### src/rtl/tone_period_rx.sv
// tone_period_rx: measures the period of an asynchronous tone in clk cycles, averages
// 2**AVG_LOG2 periods and flags loss of tone. Define TONE_DIFF_IN_EN for differential input.
module tone_period_rx #(
    parameter int CNT_W    = 20,
    parameter int AVG_LOG2 = 2,
    parameter int TIMEOUT  = 1000000
) (
    input  logic             clk,
    input  logic             rst_n,
    input  logic             gpio_in,
`ifdef TONE_DIFF_IN_EN
    input  logic             gpio_in_n,
    output logic             diff_err,
`endif
    output logic [CNT_W-1:0] period_out,
    output logic             period_valid,
    output logic             no_tone
);

    localparam int ACC_W = CNT_W + AVG_LOG2;
    localparam int NS_W  = (AVG_LOG2 > 0) ? AVG_LOG2 : 1;
    localparam logic [NS_W-1:0]  NS_LAST = NS_W'((1 << AVG_LOG2) - 1);
    localparam logic [CNT_W-1:0] CNT_MAX = '1;
    localparam logic [CNT_W-1:0] TO_LAST = CNT_W'(TIMEOUT - 1);

    logic [2:0]       sync_p;
    logic [CNT_W-1:0] cnt;
    logic             armed;
    logic [ACC_W-1:0] acc;
    logic [NS_W-1:0]  nsamp;

    logic             rise_raw;
    logic             rise_det;
    logic             timeout_hit;
    logic             last_samp;
    logic [CNT_W-1:0] sample;
    logic [ACC_W-1:0] sum;

    // sync_p[0..1] is the synchronizer, sync_p[2] the history bit for edge detection
    assign rise_raw = sync_p[1] & ~sync_p[2];

`ifdef TONE_DIFF_IN_EN
    logic [1:0] sync_n;
    assign rise_det = rise_raw & ~sync_n[1];
`else
    assign rise_det = rise_raw;
`endif

    assign sample      = cnt + CNT_W'(1);
    assign sum         = acc + ACC_W'(sample);
    assign last_samp   = (nsamp == NS_LAST);
    // A rise in the timeout cycle takes priority so a period of exactly TIMEOUT still measures
    assign timeout_hit = armed && (cnt == TO_LAST) && !rise_det;

    always_ff @(posedge clk) begin
        if (!rst_n) begin
            sync_p       <= '0;
            cnt          <= '0;
            armed        <= 1'b0;
            acc          <= '0;
            nsamp        <= '0;
            period_out   <= '0;
            period_valid <= 1'b0;
            no_tone      <= 1'b1;
        end else begin
            sync_p       <= {sync_p[1:0], gpio_in};
            period_valid <= 1'b0;

            if (rise_det) begin
                cnt <= '0;
            end else if (cnt != CNT_MAX) begin
                cnt <= cnt + CNT_W'(1);
            end

            if (rise_det) begin
                if (!armed) begin
                    armed <= 1'b1;
                end else if (last_samp) begin
                    period_out   <= sum[AVG_LOG2 +: CNT_W];
                    period_valid <= 1'b1;
                    acc          <= '0;
                    nsamp        <= '0;
                    no_tone      <= 1'b0;
                end else begin
                    acc   <= sum;
                    nsamp <= nsamp + NS_W'(1);
                end
            end else if (timeout_hit) begin
                no_tone    <= 1'b1;
                armed      <= 1'b0;
                acc        <= '0;
                nsamp      <= '0;
                period_out <= '0;
            end
        end
    end

`ifdef TONE_DIFF_IN_EN
    // Negative leg uses the same two-stage path so both legs line up in the detect cycle
    always_ff @(posedge clk) begin
        if (!rst_n) begin
            sync_n   <= '0;
            diff_err <= 1'b0;
        end else begin
            sync_n <= {sync_n[0], gpio_in_n};
            if (rise_raw && sync_n[1]) begin
                diff_err <= 1'b1;
            end
        end
    end
`endif

endmodule
### config.mk
export PLATFORM = sky130hd
export DESIGN_NAME = tone_period_rx
export DESIGN_NICKNAME = d
export VERILOG_FILES = /design/src/rtl/tone_period_rx.sv
export SDC_FILE = /design/constraint.sdc
export NUM_CORES = 1
export LEC_CHECK = 0
export CAP_MARGIN = 25
export CORE_MARGIN = 2
export CORE_UTILIZATION = 42
export DETAILED_ROUTE_END_ITERATION = 10
export RECOVER_POWER = 25
export SLEW_MARGIN = 20
export SYNTH_ARGS = -nofsm -noshare
export SYNTH_HDL_FRONTEND = slang
export SYNTH_SLANG_ARGS = --single-unit
### constraint.sdc
create_clock -name clk -period 10.2 [get_ports clk]
set_input_delay 2.55 -clock clk [delete_from_list [all_inputs] [get_ports clk]]
set_output_delay 2.55 -clock clk [all_outputs]
set_load 0.02 [all_outputs]
==> impl_metrics.py, run 1 <==
metrics = {
    "outcome": {
        "status": "finished clean",
    },
    "setup_path": {
        "crit_path_end_kind": "register",
        "arrival_ns": 4.85,
        "r2r_end": "acc[21]$_SDFFE_PN0P_",
        "r2r_start": "cnt[0]$_SDFFE_PP0P_",
        "rr_worst_depth": 14,
        "worst-path-max-fanout": 29,
        "cp_slowest_stage_delay_ns": 1.07,
        "criticalPathCategory": "input pin to register",
        "start_kind": "input pin",
        "crit_chain": "dlygate4sd3_1 > nand2_1 > nor2_1 > o2111a_1 > a221o_1",
        "required_ns": 10.49,
        "critPathBufInv": 1,
        "cp_top_family": "buffers and inverters",
        "cpMaxStageDelayCell": "dlygate4sd3_1",
        "reg2reg_slack_ns": 6.54,
    },
    "hold_path": {
        "hold_path_class": "register to register",
        "min_from": "sync_p[0]$_SDFF_PN0_",
        "hold_depth": 1,
        "holdPathEnd": "sync_p[1]$_SDFF_PN0_",
    },
    "floorplanning": {
        "start_util": 0.429,
        "die_h_um": 101,
        "rows": 35,
        "num_io_pins": 25,
        "core_um2": 9150,
        "dieWidth_um": 101,
        "dieArea_um2": 10100,
    },
    "routing": {
        "vias": 3188,
        "avgRoutedWirePerCell_um": 15.2,
        "first_iter_violations": 86,
        "firstDrtPassIters": 5,
        "ant_nets": 0,
        "vias_per_cell": 5.46,
        "drt_wl_total_mm": 8.90,
        "remaining_drc_errors": 0,
    },
    "timing": {
        "min_period_over_period": 0.447,
        "final-hold-violation-count": 0,
        "fmax_mhz": 220,
        "rsz0062_at_grt": "false",
        "worst_slew_pin_slew_ns": 0.815,
        "setup_viol": 0,
        "skew_ns": 0.00768,
        "fin_setup_tns_ns": 0,
        "hold_ws_ns": 0.444,
        "period_minus_slack_ns": 4.55,
        "final_max_slew_viol_count": 0,
        "slew_headroom": 0.455,
    },
    "power": {
        "leakage_nw": 1.97,
        "pwr-share-seq": 0.540,
        "p_sw_uw": 120,
        "power_frac_clock": 0.429,
        "power_uw": 511,
        "intPower_uw": 391,
        "power.density_nw_per_um2": 116,
        "p_sw_frac": 0.235,
        "ir_worst_vdd_mv": 0.0715,
        "p_comb_frac": 0.031,
    },
    "yosys": {
        "seq_area_frac_synth": 0.357,
        "yosys_warnings": 0,
        "synth.top_cells.by_area": "dfxtp_1 36%, ha_1 8.3%, xnor2_1 5.6%, a21oi_1 4.7%, a22o_1 4.5%",
        "ys_types": 52,
        "ys.flop_type": "dfxtp_1",
        "ys_ff_latch": 70,
        "synthArstFlopShare": 0,
        "synthCells": 452,
        "synth_edf_count": 0,
        "yosys.area.top_type": "dfxtp_1",
        "synth_nets": 482,
        "synth_top_cell_area_share": 0.357,
        "postSynthAreaPerCell_um2": 8.69,
        "synth_area_um2": 3930,
    },
    "placed_design": {
        "port_buffers": 24,
        "dp_hpwl_mm": 6.69,
        "placed_area_um2": 4230,
        "gp_congestion": 0.877,
    },
    "clock_tree": {
        "cts.clk_slew.worst_paths_ns": 0.08,
        "cts_root_buf": "clkbuf_8",
        "cts_tree": "yes",
        "cts.path.max_buffers": 2,
        "clkSinkCount": 70,
        "ctsHoldBuffers": 0,
        "cts-htree-levels": 3,
        "cts_setup_buffers": 0,
        "insertion_delay_ns": 0.35,
        "cts_resized": 0,
        "numCtsBuffers": 9,
    },
    "global_routing": {
        "grt_max_degree": 30,
        "antenna_found_initial": 0,
        "grt-ovfl-total": 0,
        "grt_pass1_wl_mm": 15.1,
        "grt_usage": 0.189,
        "grt_pass1_vias": 3139,
    },
    "final_layout": {
        "finalInstanceArea_um2": 4420,
        "area_growth_pct": 12.5,
        "nFillCells": 927,
        "num_antenna_cells": 0,
        "layout-drive-gt1-share": 0.0486,
        "nNetsFinal": 499,
    },
    "run": {
        "cap_violations": 0,
    },
}
==> cell usage in the layout (no fill, tap or decap), types with 3 or more instances in the layout <==
master,synthesis,final
a21boi_0,7,8
a21o_1,12,12
a21oi_1,37,37
a221o_1,4,4
a22o_1,20,20
a31oi_1,3,3
and2_0,0,5
and2_1,14,9
and3_1,16,16
clkbuf_8,0,9
clkdlybuf4s50_1,0,23
dfxtp_1,70,70
ha_1,26,26
inv_1,20,20
mux2i_1,4,4
nand2_1,31,31
nand2b_1,6,6
nand3_1,14,14
nor2_1,24,24
nor2b_1,18,18
nor3_1,7,7
nor3b_1,4,4
nor4_1,3,3
o211ai_1,3,3
o21a_1,7,7
o21ai_0,10,10
o31ai_1,3,3
or2_2,3,3
or3_1,4,4
xnor2_1,25,25
xor2_1,11,11
==> synth_stat cells (all sizes together), types with 14 or more instances <==
cell type / number
a21oi: 38
a22o: 20
and2: 14
and3: 17
clkbuf: 14
dfxtp: 70
ha: 26
inv: 20
nand2: 31
nand3: 14
nor2: 24
nor2b: 18
xnor2: 25
==> cell type report <==
| class | count | area, µm² | area share |
|---|---|---|---|
| multi-input combinational | 343 | 2370 | 0.536 |
| tap | 111 | 139 | 0.0314 |
| clock inverter | 6 | 63.8 | 0.0144 |
| sequential | 70 | 1400 | 0.317 |
| timing repair buffer | 25 | 248 | 0.0560 |
| clock buffer | 9 | 124 | 0.0280 |
| inverter | 20 | 75.1 | 0.0170 |
==> logic make-up (layout without fill, tap and decap cells) <==
| group | after synthesis | after routing | synth area share |
|---|---|---|---|
| AND/OR/NAND/NOR | 153 | 153 | 0.208 |
| multiplexers | 4 | 4 | 0.0102 |
| adder cells (fa/ha/maj) | 27 | 27 | 0.0879 |
| flip-flops | 70 | 70 | 0.357 |
| XOR/XNOR | 36 | 36 | 0.0802 |
| AO/OA/AOI/OAI | 123 | 123 | 0.216 |
| buffers and inverters | 39 | 60 | 0.0404 |
==> registers in the layout, indices dropped and copies added (netlist names) <==
| signal | cells |
|---|---|
| period_valid | 1 |
| nsamp | 2 |
| no_tone | 1 |
| cnt | 20 |
| period_out | 20 |
| armed | 1 |
| acc | 22 |
| sync_p | 3 |
==> per-layer routing <==
metal / global-route usage / up-vias / routed length (µm)
met5: 0 / - / 0
met1: 0.233 / 1504 / 4180
met3: 0.0444 / 15 / 145
li1: - / 1638 / -
met2: 0.319 / 31 / 4380
met4: 0.0664 / 0 / 201
==> through the flow <==
stage / std cells / util / setup WS (ns)
floorplan: 452 / - / 6.67
global placement: 569 / 0.462 / 5.43
detailed placement: 569 / 0.462 / 5.34
CTS: 584 / 0.483 / 5.70
global route: 584 / 0.483 / 5.39
finish: 584 / 0.483 / 5.65
==> how the worst max path moves through the flow <==
stage / start / end / slack (ns) / depth (start not counted)
6_report: rst_n / acc[21]$_SDFFE_PN0P_ / 5.65 / 5
5_1_grt: rst_n / acc[17]$_SDFFE_PN0P_ / 5.39 / 6
4_1_cts: rst_n / acc[21]$_SDFFE_PN0P_ / 5.70 / 5
3_5_place_dp: rst_n / acc[21]$_SDFFE_PN0P_ / 5.34 / 5
3_3_place_gp: rst_n / acc[17]$_SDFFE_PN0P_ / 5.43 / 6
2_1_floorplan: rst_n / period_out[19]$_SDFFE_PN0P_ / 6.67 / 6
==> worst reg2reg max path, cell delays in order, from the launching register on <==
cell and delay [ns]:
dfxtp_1 0.41, ha_1 0.23, and4_1 0.23, and3_1 0.21, and2_1 0.19, nand3_1 0.17
xor2_1 0.25, inv_1 0.07, ha_1 0.36, a21oi_1 0.27, o21a_1 0.27, o21ai_0 0.15
a21o_1 0.24, o2111a_1 0.24, a221o_1 0.25
==> power by group through the flow <==
stage / registers, mW / clock network [mW] / logic (mW)
2_1_floorplan: 0.282 / 0 / 0.0121
3_3_place_gp: 0.283 / 0 / 0.0157
3_5_place_dp: 0.283 / 0 / 0.0160
4_1_cts: 0.276 / 0.226 / 0.0160
5_1_grt: 0.277 / 0.237 / 0.0180
6_report: 0.276 / 0.219 / 0.0157
No activity file was read; power rests on OpenSTA's default activity.
==> inputs of run 2 (changes only) <==
- clock period: 10.2 -> 4.13 ns (I/O delays scaled with it)
==> impl_metrics.py, run 2 (synthesis gave the netlist of run 1 again) <==
metrics = {
    "outcome": {
        "status": "finished clean",
    },
    "timing": {
        "period_minus_slack_ns": 3.55,
        "min_period_over_period": 0.860,
        "skew_ns": 0.0112,
        "worst_slew_pin_slew_ns": 0.932,
        "fmax_mhz": 282,
        "fin_setup_tns_ns": 0,
        "final-hold-violation-count": 0,
        "slew_headroom": 0.379,
        "rsz0062_at_grt": "false",
        "setup_viol": 0,
        "hold_ws_ns": 0.447,
        "final_max_slew_viol_count": 0,
    },
    "hold_path": {
        "min_from": "sync_p[0]$_SDFF_PN0_",
        "hold_depth": 1,
        "hold_path_class": "register to register",
        "holdPathEnd": "sync_p[1]$_SDFF_PN0_",
    },
    "clock_tree": {
        "ctsHoldBuffers": 0,
        "cts-htree-levels": 3,
        "insertion_delay_ns": 0.35,
        "cts_setup_buffers": 0,
        "cts_root_buf": "clkbuf_8",
        "cts.clk_slew.worst_paths_ns": 0.08,
        "clkSinkCount": 70,
        "cts_resized": 0,
        "cts.path.max_buffers": 2,
        "cts_tree": "yes",
        "numCtsBuffers": 9,
    },
    "routing": {
        "drt_wl_total_mm": 8.99,
        "ant_nets": 0,
        "vias": 3208,
        "remaining_drc_errors": 0,
        "firstDrtPassIters": 4,
        "first_iter_violations": 129,
        "vias_per_cell": 5.44,
        "avgRoutedWirePerCell_um": 15.2,
    },
    "floorplanning": {
        "core_um2": 9150,
        "num_io_pins": 25,
        "die_h_um": 101,
        "rows": 35,
        "dieWidth_um": 101,
        "dieArea_um2": 10100,
        "start_util": 0.429,
    },
    "placed_design": {
        "port_buffers": 24,
        "placed_cells": 574,
        "gp_congestion": 0.909,
        "dp_hpwl_mm": 6.73,
    },
    "global_routing": {
        "grt_pass1_wl_mm": 15.0,
        "grt_pass1_vias": 3066,
        "grt_max_degree": 26,
        "antenna_found_initial": 0,
        "grt_usage": 0.188,
        "grt-ovfl-total": 0,
    },
    "setup_path": {
        "required_ns": 4.37,
        "arrival_ns": 3.80,
        "crit_chain": "ha_1 > and4_1 > and3_1 > and2_1 > nand3_1 > or2_2 > xnor2_1 > ha_1 > a21o_1 > a2111oi_0 > a21oi_1 > o21a_1 > xor2_1 > a22o_1",
        "start_kind": "register",
        "cpMostUsedCell": "ha_1",
        "r2r_start": "cnt[0]$_SDFFE_PP0P_",
        "rr_worst_depth": 14,
        "critPathBufInv": 0,
        "crit_path_end_kind": "register",
        "criticalPathCategory": "register to register",
        "cp_slowest_stage_delay_ns": 0.41,
        "worst-path-max-fanout": 6,
        "reg2reg_slack_ns": 0.58,
        "r2r_end": "period_out[18]$_SDFFE_PN0P_",
        "cpMaxStageDelayCell": "dfxtp_1",
        "cp_top_family": "simple AND/OR/NAND/NOR gates",
    },
    "run": {
        "cap_violations": 0,
    },
    "power": {
        "power.density_nw_per_um2": 273,
        "leakage_nw": 2.02,
        "ir_worst_vdd_mv": 0.155,
    },
    "final_layout": {
        "area_growth_pct": 12.6,
        "stdcell_count": 590,
        "final_common_cell": "dfxtp_1",
        "nNetsFinal": 504,
        "top_register": "acc",
        "num_antenna_cells": 0,
        "layout-drive-gt1-share": 0.0522,
        "reg.largest.list": "acc (22), cnt (20), period_out (20)",
        "final_cell_mix": "70 x dfxtp_1, 37 x a21oi_1, 31 x nand2_1, 26 x ha_1, 25 x xnor2_1",
        "largest_reg_flops": 22,
    },
}
[run 2: area by class of cell]
class / instances / area (µm²)
clock inverter: 6 / 38.8
clock buffer: 10 / 128
inverter: 20 / 75.1
tap: 111 / 139
timing repair buffer: 30 / 274
sequential: 70 / 1400
fill: 894 / 4730
multi-input combinational: 343 / 2370
[run 2: worst max-delay path by stage]
stage / startpoint / slack [ns] / cells past startpoint / endpoint
3_5_place_dp: cnt[0]$_SDFFE_PP0P_ / 0.57 / 14 / period_out[18]$_SDFFE_PN0P_
2_1_floorplan: cnt[0]$_SDFFE_PP0P_ / 0.88 / 14 / period_out[18]$_SDFFE_PN0P_
4_1_cts: cnt[0]$_SDFFE_PP0P_ / 0.57 / 14 / period_out[18]$_SDFFE_PN0P_
3_3_place_gp: cnt[0]$_SDFFE_PP0P_ / 0.64 / 14 / period_out[18]$_SDFFE_PN0P_
5_1_grt: cnt[0]$_SDFFE_PP0P_ / 0.18 / 15 / period_out[18]$_SDFFE_PN0P_
6_report: cnt[0]$_SDFFE_PP0P_ / 0.58 / 14 / period_out[18]$_SDFFE_PN0P_
[run 2: per-stage QoR]
stage / setup WS [ns] / utilization / cell area (µm²) / power (mW)
after floorplan: 0.884 / - / 3930 / 0.727
final: 0.578 / 0.484 / 4430 / 1.21
after global placement: 0.642 / 0.467 / 4270 / 0.739
after global routing: 0.180 / 0.484 / 4430 / 1.25
after CTS: 0.572 / 0.485 / 4440 / 1.23
after detailed placement: 0.575 / 0.467 / 4270 / 0.740
[run 2: where the power goes]
| part | switching [mW] | internal [mW] | total (mW) | leakage [nW] |
|---|---|---|---|---|
| clock network | 0.269 | 0.216 | 0.484 | 0.0820 |
| logic | 0.0264 | 0.0139 | 0.0403 | 1.37 |
| registers | 0.00385 | 0.679 | 0.682 | 0.565 |
| total | 0.299 | 0.908 | 1.21 | 2.02 |
[run 2: layer usage]
layer	vias to the layer above	part of all wire	global-route usage
met1	1517	0.48	0.240
li1	1654	-	-
met5	-	0	0
met3	12	0.016	0.0354
met2	25	0.48	0.314
met4	0	0.020	0.0738
